**src/rtl/output_display_scanner_pkg.sv**
```systemverilog
// Shared definitions for the multiplexed 7-segment scanner: hex segment table,
// segment bit positions, load handshake states and counter width helpers.
package output_display_scanner_pkg;

  localparam int SEG_W = 7;
  localparam int SEG_A = 0;
  localparam int SEG_B = 1;
  localparam int SEG_C = 2;
  localparam int SEG_D = 3;
  localparam int SEG_E = 4;
  localparam int SEG_F = 5;
  localparam int SEG_G = 6;

  // Active-high {g,f,e,d,c,b,a} patterns for hex digits 0..F (lowercase b and d).
  localparam logic [SEG_W-1:0] SEG_HEX [16] = '{
    7'h3F, 7'h06, 7'h5B, 7'h4F, 7'h66, 7'h6D, 7'h7D, 7'h07,
    7'h7F, 7'h6F, 7'h77, 7'h7C, 7'h39, 7'h5E, 7'h79, 7'h71
  };

  typedef enum logic {
    LOAD_EMPTY,
    LOAD_PENDING
  } load_state_e;

  function automatic int unsigned count_width(input int unsigned n);
    return (n <= 2) ? 1 : $clog2(n);
  endfunction

  function automatic int unsigned idx_width(input int unsigned num_digits);
    return count_width(num_digits);
  endfunction

  function automatic int unsigned presc_width(input int unsigned scan_div);
    return count_width(scan_div);
  endfunction

endpackage

```
**src/rtl/output_display_scanner_if.sv**
```systemverilog
// Load handshake and display drive bundle between an upstream producer (master)
// and the scanner (slave).
interface output_display_scanner_if #(
  parameter int NUM_DIGITS = 4
) ();

  logic                    load_valid;
  logic                    load_ready;
  logic [4*NUM_DIGITS-1:0] load_data;
  logic [NUM_DIGITS-1:0]   load_dp;
  logic                    blank;
  logic [6:0]              seg;
  logic                    dp;
  logic [NUM_DIGITS-1:0]   digit_en;
  logic                    frame_done;

  modport master (
    output load_valid, load_data, load_dp, blank,
    input  load_ready, seg, dp, digit_en, frame_done
  );

  modport slave (
    input  load_valid, load_data, load_dp, blank,
    output load_ready, seg, dp, digit_en, frame_done
  );

endinterface

```
**src/rtl/output_display_scanner_seg7_hex_decoder.sv**
```systemverilog
// Combinational hex nibble to active-high 7-segment pattern; polarity and
// registering are left to the instantiating level.
module seg7_hex_decoder
  import output_display_scanner_pkg::*;
(
  input  logic [3:0]       nibble,
  output logic [SEG_W-1:0] seg
);

  assign seg = SEG_HEX[nibble];

endmodule

```
**src/rtl/output_display_scanner.sv**
```systemverilog
// Multiplexed 7-segment scanner: shadow-buffered hex word promoted at frame
// boundaries, per-digit slots with leading dead time, registered drive outputs.
module output_display_scanner
  import output_display_scanner_pkg::*;
#(
  parameter int NUM_DIGITS  = 4,
  parameter int SCAN_DIV    = 1000,
  parameter int DEAD_CYCLES = 2,
  parameter bit ACTIVE_LOW  = 1'b1
) (
  input logic                     clk,
  input logic                     reset,
  output_display_scanner_if.slave bus
);

  if (NUM_DIGITS < 2) begin : g_bad_num_digits
    $error("output_display_scanner: NUM_DIGITS must be at least 2");
  end
  if (SCAN_DIV <= DEAD_CYCLES + 1) begin : g_bad_scan_div
    $error("output_display_scanner: SCAN_DIV must exceed DEAD_CYCLES+1");
  end

  localparam int IDX_W   = idx_width(NUM_DIGITS);
  localparam int PRESC_W = presc_width(SCAN_DIV);

  localparam logic [IDX_W-1:0]      IDX_LAST   = IDX_W'(NUM_DIGITS - 1);
  localparam logic [PRESC_W-1:0]    PRESC_LAST = PRESC_W'(SCAN_DIV - 1);
  localparam logic [PRESC_W-1:0]    LIT_START  = PRESC_W'(DEAD_CYCLES);
  localparam logic [SEG_W-1:0]      SEG_POL    = {SEG_W{ACTIVE_LOW}};
  localparam logic [NUM_DIGITS-1:0] DIGIT_POL  = {NUM_DIGITS{ACTIVE_LOW}};

  logic [PRESC_W-1:0] presc;
  logic [IDX_W-1:0]   idx;
  logic               presc_term;
  logic               frame_edge;

  load_state_e state;
  load_state_e state_next;
  logic        load_ready_int;
  logic        accept;
  logic        promote;

  logic [4*NUM_DIGITS-1:0] shadow_data;
  logic [NUM_DIGITS-1:0]   shadow_dp;
  logic [4*NUM_DIGITS-1:0] active_data;
  logic [NUM_DIGITS-1:0]   active_dp;

  logic [3:0]            cur_nibble;
  logic                  cur_dp;
  logic [SEG_W-1:0]      seg_hi;
  logic [NUM_DIGITS-1:0] digit_sel;

  logic [SEG_W-1:0]      seg_q;
  logic                  dp_q;
  logic [NUM_DIGITS-1:0] digit_en_q;
  logic                  frame_done_q;

  assign presc_term = (presc == PRESC_LAST);
  assign frame_edge = presc_term && (idx == IDX_LAST);

  always_ff @(posedge clk) begin
    if (reset) begin
      presc <= '0;
      idx   <= '0;
    end else if (presc_term) begin
      presc <= '0;
      idx   <= (idx == IDX_LAST) ? '0 : idx + 1'b1;
    end else begin
      presc <= presc + 1'b1;
    end
  end

  always_ff @(posedge clk) begin
    if (reset) begin
      state <= LOAD_EMPTY;
    end else begin
      state <= state_next;
    end
  end

  // A pending word blocks new accepts, so promotion and accept never collide.
  always_comb begin
    state_next     = state;
    load_ready_int = 1'b0;
    accept         = 1'b0;
    promote        = 1'b0;
    case (state)
      LOAD_EMPTY: begin
        load_ready_int = !reset;
        accept         = bus.load_valid && load_ready_int;
        if (accept) begin
          state_next = LOAD_PENDING;
        end
      end
      LOAD_PENDING: begin
        promote = frame_edge;
        if (frame_edge) begin
          state_next = LOAD_EMPTY;
        end
      end
      default: begin
        state_next = LOAD_EMPTY;
      end
    endcase
  end

  assign bus.load_ready = load_ready_int;

  always_ff @(posedge clk) begin
    if (reset) begin
      shadow_data <= '0;
      shadow_dp   <= '0;
      active_data <= '0;
      active_dp   <= '0;
    end else begin
      if (accept) begin
        shadow_data <= bus.load_data;
        shadow_dp   <= bus.load_dp;
      end
      if (promote) begin
        active_data <= shadow_data;
        active_dp   <= shadow_dp;
      end
    end
  end

  always_comb begin
    cur_nibble = '0;
    cur_dp     = 1'b0;
    digit_sel  = '0;
    for (int i = 0; i < NUM_DIGITS; i++) begin
      if (idx == IDX_W'(i)) begin
        cur_nibble   = active_data[i*4 +: 4];
        cur_dp       = active_dp[i];
        digit_sel[i] = (presc >= LIT_START) && !bus.blank;
      end
    end
  end

  seg7_hex_decoder u_decoder (
    .nibble (cur_nibble),
    .seg    (seg_hi)
  );

  // Polarity is folded in here so reset drives every output to its off level.
  always_ff @(posedge clk) begin
    if (reset) begin
      seg_q        <= SEG_POL;
      dp_q         <= ACTIVE_LOW;
      digit_en_q   <= DIGIT_POL;
      frame_done_q <= 1'b0;
    end else begin
      seg_q        <= seg_hi ^ SEG_POL;
      dp_q         <= cur_dp ^ ACTIVE_LOW;
      digit_en_q   <= digit_sel ^ DIGIT_POL;
      frame_done_q <= frame_edge;
    end
  end

  assign bus.seg        = seg_q;
  assign bus.dp         = dp_q;
  assign bus.digit_en   = digit_en_q;
  assign bus.frame_done = frame_done_q;

endmodule
```
**src/flat_wrapper.sv**
```systemverilog
// flat-port wrapper written by rule: the top's interface ports become plain ports
module output_display_scanner_flat import output_display_scanner_pkg::*;
#(
  parameter int NUM_DIGITS  = 4,
  parameter int SCAN_DIV    = 1000,
  parameter int DEAD_CYCLES = 2,
  parameter bit ACTIVE_LOW  = 1'b1
)
  (clk, reset, bus_load_valid, bus_load_data, bus_load_dp, bus_blank, bus_load_ready, bus_seg, bus_dp, bus_digit_en, bus_frame_done);
  output_display_scanner_if #(.NUM_DIGITS(NUM_DIGITS)) bus_i ();
  input logic clk;
  input logic reset;
  input wire logic [$bits(bus_i.load_valid)-1:0] bus_load_valid;
  input wire logic [$bits(bus_i.load_data)-1:0] bus_load_data;
  input wire logic [$bits(bus_i.load_dp)-1:0] bus_load_dp;
  input wire logic [$bits(bus_i.blank)-1:0] bus_blank;
  output wire logic [$bits(bus_i.load_ready)-1:0] bus_load_ready;
  output wire logic [$bits(bus_i.seg)-1:0] bus_seg;
  output wire logic [$bits(bus_i.dp)-1:0] bus_dp;
  output wire logic [$bits(bus_i.digit_en)-1:0] bus_digit_en;
  output wire logic [$bits(bus_i.frame_done)-1:0] bus_frame_done;
  assign bus_i.load_valid = bus_load_valid;
  assign bus_i.load_data = bus_load_data;
  assign bus_i.load_dp = bus_load_dp;
  assign bus_i.blank = bus_blank;
  assign bus_load_ready = bus_i.load_ready;
  assign bus_seg = bus_i.seg;
  assign bus_dp = bus_i.dp;
  assign bus_digit_en = bus_i.digit_en;
  assign bus_frame_done = bus_i.frame_done;
  output_display_scanner #(.NUM_DIGITS(NUM_DIGITS), .SCAN_DIV(SCAN_DIV), .DEAD_CYCLES(DEAD_CYCLES), .ACTIVE_LOW(ACTIVE_LOW)) u_core (.clk(clk), .reset(reset), .bus(bus_i));
endmodule
```
**config.mk**
```make
export PLATFORM = sky130hd
export DESIGN_NAME = output_display_scanner_flat
export DESIGN_NICKNAME = d
export VERILOG_FILES = /design/src/rtl/output_display_scanner_pkg.sv /design/src/rtl/output_display_scanner_if.sv /design/src/rtl/output_display_scanner_seg7_hex_decoder.sv /design/src/rtl/output_display_scanner.sv /design/src/flat_wrapper.sv
export SDC_FILE = /design/constraint.sdc
export NUM_CORES = 1
export LEC_CHECK = 0
export BUFFER_PORTS_ARGS = -buffer_cell sky130_fd_sc_hd__buf_2
export CORE_ASPECT_RATIO = 0.8
export CORE_MARGIN = 4
export CORE_UTILIZATION = 35
export CTS_CLUSTER_DIAMETER = 50
export DETAILED_ROUTE_END_ITERATION = 16
export MAX_ROUTING_LAYER = met4
export PLACE_DENSITY = 0.59
export SYNTH_ARGS = -nofsm -noshare
export SYNTH_HDL_FRONTEND = slang
export SYNTH_SLANG_ARGS = --single-unit
```
**constraint.sdc**
```tcl
create_clock -name clk -period 3.85 [get_ports clk]
set_input_delay 0.77 -clock clk [delete_from_list [all_inputs] [get_ports clk]]
set_output_delay 0.77 -clock clk [all_outputs]
set_load 0.01 [all_outputs]
```
After elaboration in Yosys (flattened, before gate mapping)
Memories as Yosys holds them, arrays and structs flattened.
Cells that the tools add are included.
- register bits: 66
- ROM bits: 112
- input bits: 24
- output and inout port bits: 14
- word-level logic and storage cells: 53
- memories: 1
- add/subtract/negate cells: 2
- order comparisons: 2
- eq/ne operators: 4
- multiplexer cells: 21
- bitwise logic cells: 5
- reduce and logical (&&, ||, !) cells: 7
- memories (memory ; words ; bits a word ; read ports ; clocked after memory_dff ; wr ports ; line ; RTL):
    (no name shown) ; 16 ; 7 ; 1 ; 0 ; 0 ; output_display_scanner_seg7_hex_decoder.sv:10 ; assign seg = SEG_HEX[nibble];
- operator list (operator ; count):
    $mux 4 ; 4
    $mux 7 ; 2
    $mux 1 ; 13
    $add 10x1->10 const B ; 1
    $eq 10x10->1 const B ; 1
    $ge 10x2->1 const B ; 1
    $not 7->7 ; 1
    $ge 5x5->1 const B ; 1
    $not 4->5 ; 1
    $eq 2x2->1 const B ; 2
    $not 4->4 ; 1
    $logic_and 1x1->1 ; 3
    $add 2x1->2 const B ; 1
    $eq 2x1->1 const B ; 1
    $logic_not 1->1 ; 2
    $logic_not 2->1 ; 1
    $mux 2 ; 1
    $not 1->1 ; 2
    $pmux 1 s2 ; 1
    $reduce_or 2->1 ; 1

Depth between registers and ports, before layout
- depth after elaboration: 10
- gate-level depth with buffers: 10

Modules after synthesis
From an unflattened synthesis, not the netlist that was laid out.
- cell total of the unflattened synthesis: 323
- area total of the unflattened synthesis: 2952.8 sq um
- by module, submodules not included (module ; times used ; cells an instance ; area an instance (sq um)):
    output_display_scanner ; 1 ; 290 ; 2662.6
    seg7_hex_decoder ; 1 ; 33 ; 290.3

Worst setup path before layout
No wires, ideal clock.
- path type: register to register
- from: reg u_core.idx[0]
- to: reg u_core.seg_q[0], in the netlist u_core.bus.seg[0]
- library setup time: 0.122 ns
- arrival time: 2.076 ns
- path slack: 1.652 ns
- cell stages (with the launch flop): 9
- buffers on the path: 2
- clock period less this slack: 2.198 ns
- cells stage by stage: dfxtp_1 -> ha_1 -> buf_2 -> buf_2 -> nor2b_1 -> a211o_1 -> ha_1 -> or4_1 -> o311a_1
- word-level cells in the longest chain between the ends: 10
- elaborated cells between the ends (all ways): 13
- classes of those cells: eq/ne (3); mux (6); bitwise (2); reduce/logical (1); memory (1)
- ends and longest elaborated chain (item ; line ; RTL):
    start: declaration ; output_display_scanner.sv:33 ; logic [IDX_W-1:0] idx;
    start signal: assignment ; output_display_scanner.sv:67 ; idx <= (idx == IDX_LAST) ? '0 : idx + 1'b1;
    $logic_not 2->1 ; output_display_scanner.sv:132 ; if (idx == IDX_W'(i)) begin
    $mux 4 (3 in series) ; output_display_scanner.sv:132 ;
    $mux 4 (*) ; output_display_scanner.sv:132 ;
    $not 4->5 (implied by the code) (*) ; output_display_scanner_seg7_hex_decoder.sv:10 ;
    $mem_v2 16x7 (*) ; - ;
    $mux 7 (implied by the code) (*) (2 in series) ; output_display_scanner_seg7_hex_decoder.sv:10 ;
    $not 7->7 (no source line) (*) ; - ;
    end signal: assignment ; output_display_scanner.sv:153 ; seg_q <= seg_hi ^ SEG_POL;
    end: declaration ; output_display_scanner.sv:53 ; logic [SEG_W-1:0] seg_q;
Mark *: on every way between the ends. The rest lies on a longest branch, timed or not. The select of a mux whose other input is x is not followed.
A chain may end at the register's enable or synchronous reset.

Worst setup path after layout
Same ends and word-level chain as after synthesis.

==> impl_metrics.py <==
metrics = {
    "timing": {
        "whs_ns": 0.4567,
        "finalSetupViolCount": 0,
        "fin_crit_ns": 2.400,
        "rsz0062_at_grt": "no",
        "drv_slew": 0,
        "finClkSkew_ns": 0.007217,
        "tightest_slew_ns": 0.5190,
        "slew_headroom_pct": 65.40,
        "max_freq_mhz": 416.6,
        "fin_setup_tns_ns": 0,
        "final.period_utilization_pct": 62.35,
        "hold_viol": 0,
    },
    "clock_network": {
        "cts_setup_buffers": 0,
        "clockBufferDepth": 2,
        "cts_hold_buf": 0,
        "ctsResizeCount": 0,
        "clk_pin_slew_worst_paths_ns": 0.07,
        "cts.sinks": 66,
        "h-tree-depth": 3,
        "cts_tree": "built",
        "root_buffer": "clkbuf_8",
        "cts_buffers": 9,
        "clk_latency_ns": 0.34,
    },
    "synthesis": {
        "synth_nets": 349,
        "ys_ff_latch": 66,
        "netlist_instances": 312,
        "yosysWarningCount": 0,
        "syn_area_per_cell_sq_um": 9.119,
        "synth_flop_cell": "dfxtp_1",
        "netlist_area_sq_um": 2845,
        "async_flop_share_pct": 0,
        "ys_seq_area_share_pct": 46.44,
        "synth_edf_count": 0,
        "synth_cell_types": 39,
    },
    "worst_setup_path": {
        "crit_slowest_cell": "or4_1",
        "path_class": "flop to flop",
        "cp.required_ns": 4.08,
        "rrSetupSlack_ns": 1.45,
        "slowest_delay_ns": 0.52,
        "path_max_fanout": 18,
        "cpLargestDelayFamily": "adder cells",
        "arrival_ns": 2.63,
        "end_kind": "flop",
        "crit_buf_inv": 0,
        "path_common_cell": "ha_1",
        "start_kind": "flop",
        "crit_chain": "ha_1 > a211oi_1 > a211o_1 > ha_1 > or4_1 > o311a_1",
    },
    "drt": {
        "routed_wl_um": 5630,
        "firstDrtPassIters": 4,
        "ant_nets": 0,
        "route.detailed.drc": 0,
        "avgViaCountPerCell": 4.771,
        "wl_per_cell_um": 12.37,
        "drtIter0Drc": 90,
        "vias": 2171,
    },
    "power_and_ir_drop": {
        "switchingPower_mw": 0.2958,
        "switching_share_pct": 22.01,
        "p_seq_share_pct": 53.7,
        "powerDensity_nw_per_um2": 414.1,
        "combPwrFrac_pct": 5.1,
        "clkPwrFrac_pct": 41.2,
        "ir_worst_vdd_v": 0.0001972,
        "p_int_mw": 1.048,
        "p_leak_nw": 1.422,
    },
    "layout": {
        "seq_area_sq_um": 1321,
        "fillers": 845,
        "drive_gt1_share_pct": 17.00,
        "syn_to_final_growth_pct": 14.07,
        "design_area_sq_um": 3246,
        "fin_nets": 380,
        "multiInputGateArea_sq_um": 1374,
        "utilization_pct": 41.03,
        "diodes": 0,
    },
    "hold_path": {
        "hold_class": "flop to flop",
    },
    "die": {
        "die_w_um": 108.8,
        "ios": 38,
        "die_h_um": 88.65,
        "rows": 29,
        "initial_core_util_pct": 35.97,
        "fp.dieArea_sq_um": 9645,
        "core_area_sq_um": 7910,
    },
    "grt": {
        "gr-usage-all-layers_pct": 13.17,
        "met3_usage_pct": 6.127,
        "grt_overflow": 0,
        "first_global_vias": 2005,
        "antenna_found_initial": 0,
        "grt.busiest_layer": "met2",
        "grt_first_pass_wirelength_um": 9411,
        "use_met2_pct": 18.84,
        "grt_max_degree": 42,
        "use_met1_pct": 16.33,
    },
    "placed_design": {
        "gp_congestion": 0.8252,
        "post-dp-hpwl_um": 3981,
        "place_area_sq_um": 3060,
        "portBuffers": 37,
    },
    "flow_run": {
        "cap_violations": 0,
    },
    "run_status": {
        "status": "finished, final reports clean",
    },
}
## per-layer routing
layer / vias to the layer above / share of wire, %
met2: 48 / 42
met1: 1000 / 51
met3: 9 / 6.1
met4: 0 / 1.5
li1: 1114 / -
met5: - / 0
## synthesized netlist by cell type (2+ instances only)
cell / count / area share, %
dfxtp_1: 66 / 46
nand2_1: 55 / 7.3
nor2_1: 38 / 5.0
mux2i_1: 25 / 8.8
o21ai_0: 23 / 4.0
ha_1: 13 / 5.7
clkbuf_1: 11 / 1.5
xnor2_1: 7 / 2.2
nand3_1: 6 / 1.1
nor3_1: 6 / 1.1
a211oi_1: 5 / 1.3
inv_1: 5 / 0.66
nor2b_1: 5 / 1.1
a211o_1: 4 / 1.2
buf_2: 4 / 0.70
nand3b_1: 4 / 1.1
nor3b_1: 4 / 1.1
a31oi_1: 3 / 0.66
or4_1: 3 / 0.79
buf_12: 2 / 1.4
buf_6: 2 / 0.79
mux2_2: 2 / 0.79
or3_1: 2 / 0.44
xor2_1: 2 / 0.62
## layout make-up
cell class / count / area share [%]
Tap cell: 108 / 4.163
Clock buffer: 12 / 4.472
Sequential cell: 66 / 40.71
Inverter: 6 / 0.6939
Timing Repair Buffer: 40 / 6.399
Multi-Input combinational cell: 220 / 42.33
Clock inverter: 3 / 1.234
## tightest hold or removal path, cell delays in order, from the launching register on
cell and delay (ns):
dfxtp_1 0.31, nand2_1 0.05, o21ai_0 0.06
## power by group through the flow
stage | combinational [mW] | sequential [mW] | clock [mW]
after floorplan | 0.0407 | 0.735 | 0
after global placement | 0.0687 | 0.737 | 0
after detailed placement | 0.0702 | 0.737 | 0
after CTS | 0.0705 | 0.722 | 0.566
after global routing | 0.0801 | 0.725 | 0.598
final | 0.0687 | 0.722 | 0.554
## final timing paths
path / from / endpoint / cells after the start
hold / removal: u_core.shadow_dp[1] / u_core.shadow_dp[1] / 2
hold reg to reg: u_core.shadow_dp[1] / u_core.shadow_dp[1] / 2
setup / recovery: u_core.idx[0] / u_core.bus.seg[0] / 6
setup reg to reg: u_core.idx[0] / u_core.bus.seg[0] / 6
## registers in the layout (all words and copies together) (netlist names)
register               cells
u_core.active_data        16
u_core.shadow_data        16
u_core.presc              10
u_core.bus.seg             7
u_core.active_dp           4
u_core.bus.digit_en        4
u_core.shadow_dp           4
u_core.idx                 2
u_core.bus.dp              1
u_core.bus.frame_done      1
u_core.state               1
## cell families (layout without fill, tap and decap cells)
group	Yosys count	after routing	synth area share, %
and+or+nand+nor	128	128	20.27
DFF	66	66	46.44
AOI/OAI and AO/OA	43	43	9.939
muxes	27	27	9.587
buffers and inverters	26	61	5.277
adders and majority gates	13	13	5.717
xor gates and xnor gates	9	9	2.771
## metrics by stage
step	instances	total power [mW]	setup WS (ns)
final	455	1.344	1.450
after floorplan	312	0.7760	1.652
after global placement	440	0.8057	1.532
after CTS	455	1.359	1.475
after global routing	455	1.403	1.288
after detailed placement	440	0.8077	1.482
## placed cells by master (no fill, tap or decap), types with 6 or more instances in the layout
cell type / count
dfxtp_1: 66
mux2i_1: 25
buf_2: 37
clkbuf_8: 10
nand2_1: 55
o21ai_0: 23
ha_1: 13
xnor2_1: 7
nand3_1: 6
nor2_1: 38
nor3_1: 6
Power figures use the tool's default switching activity.
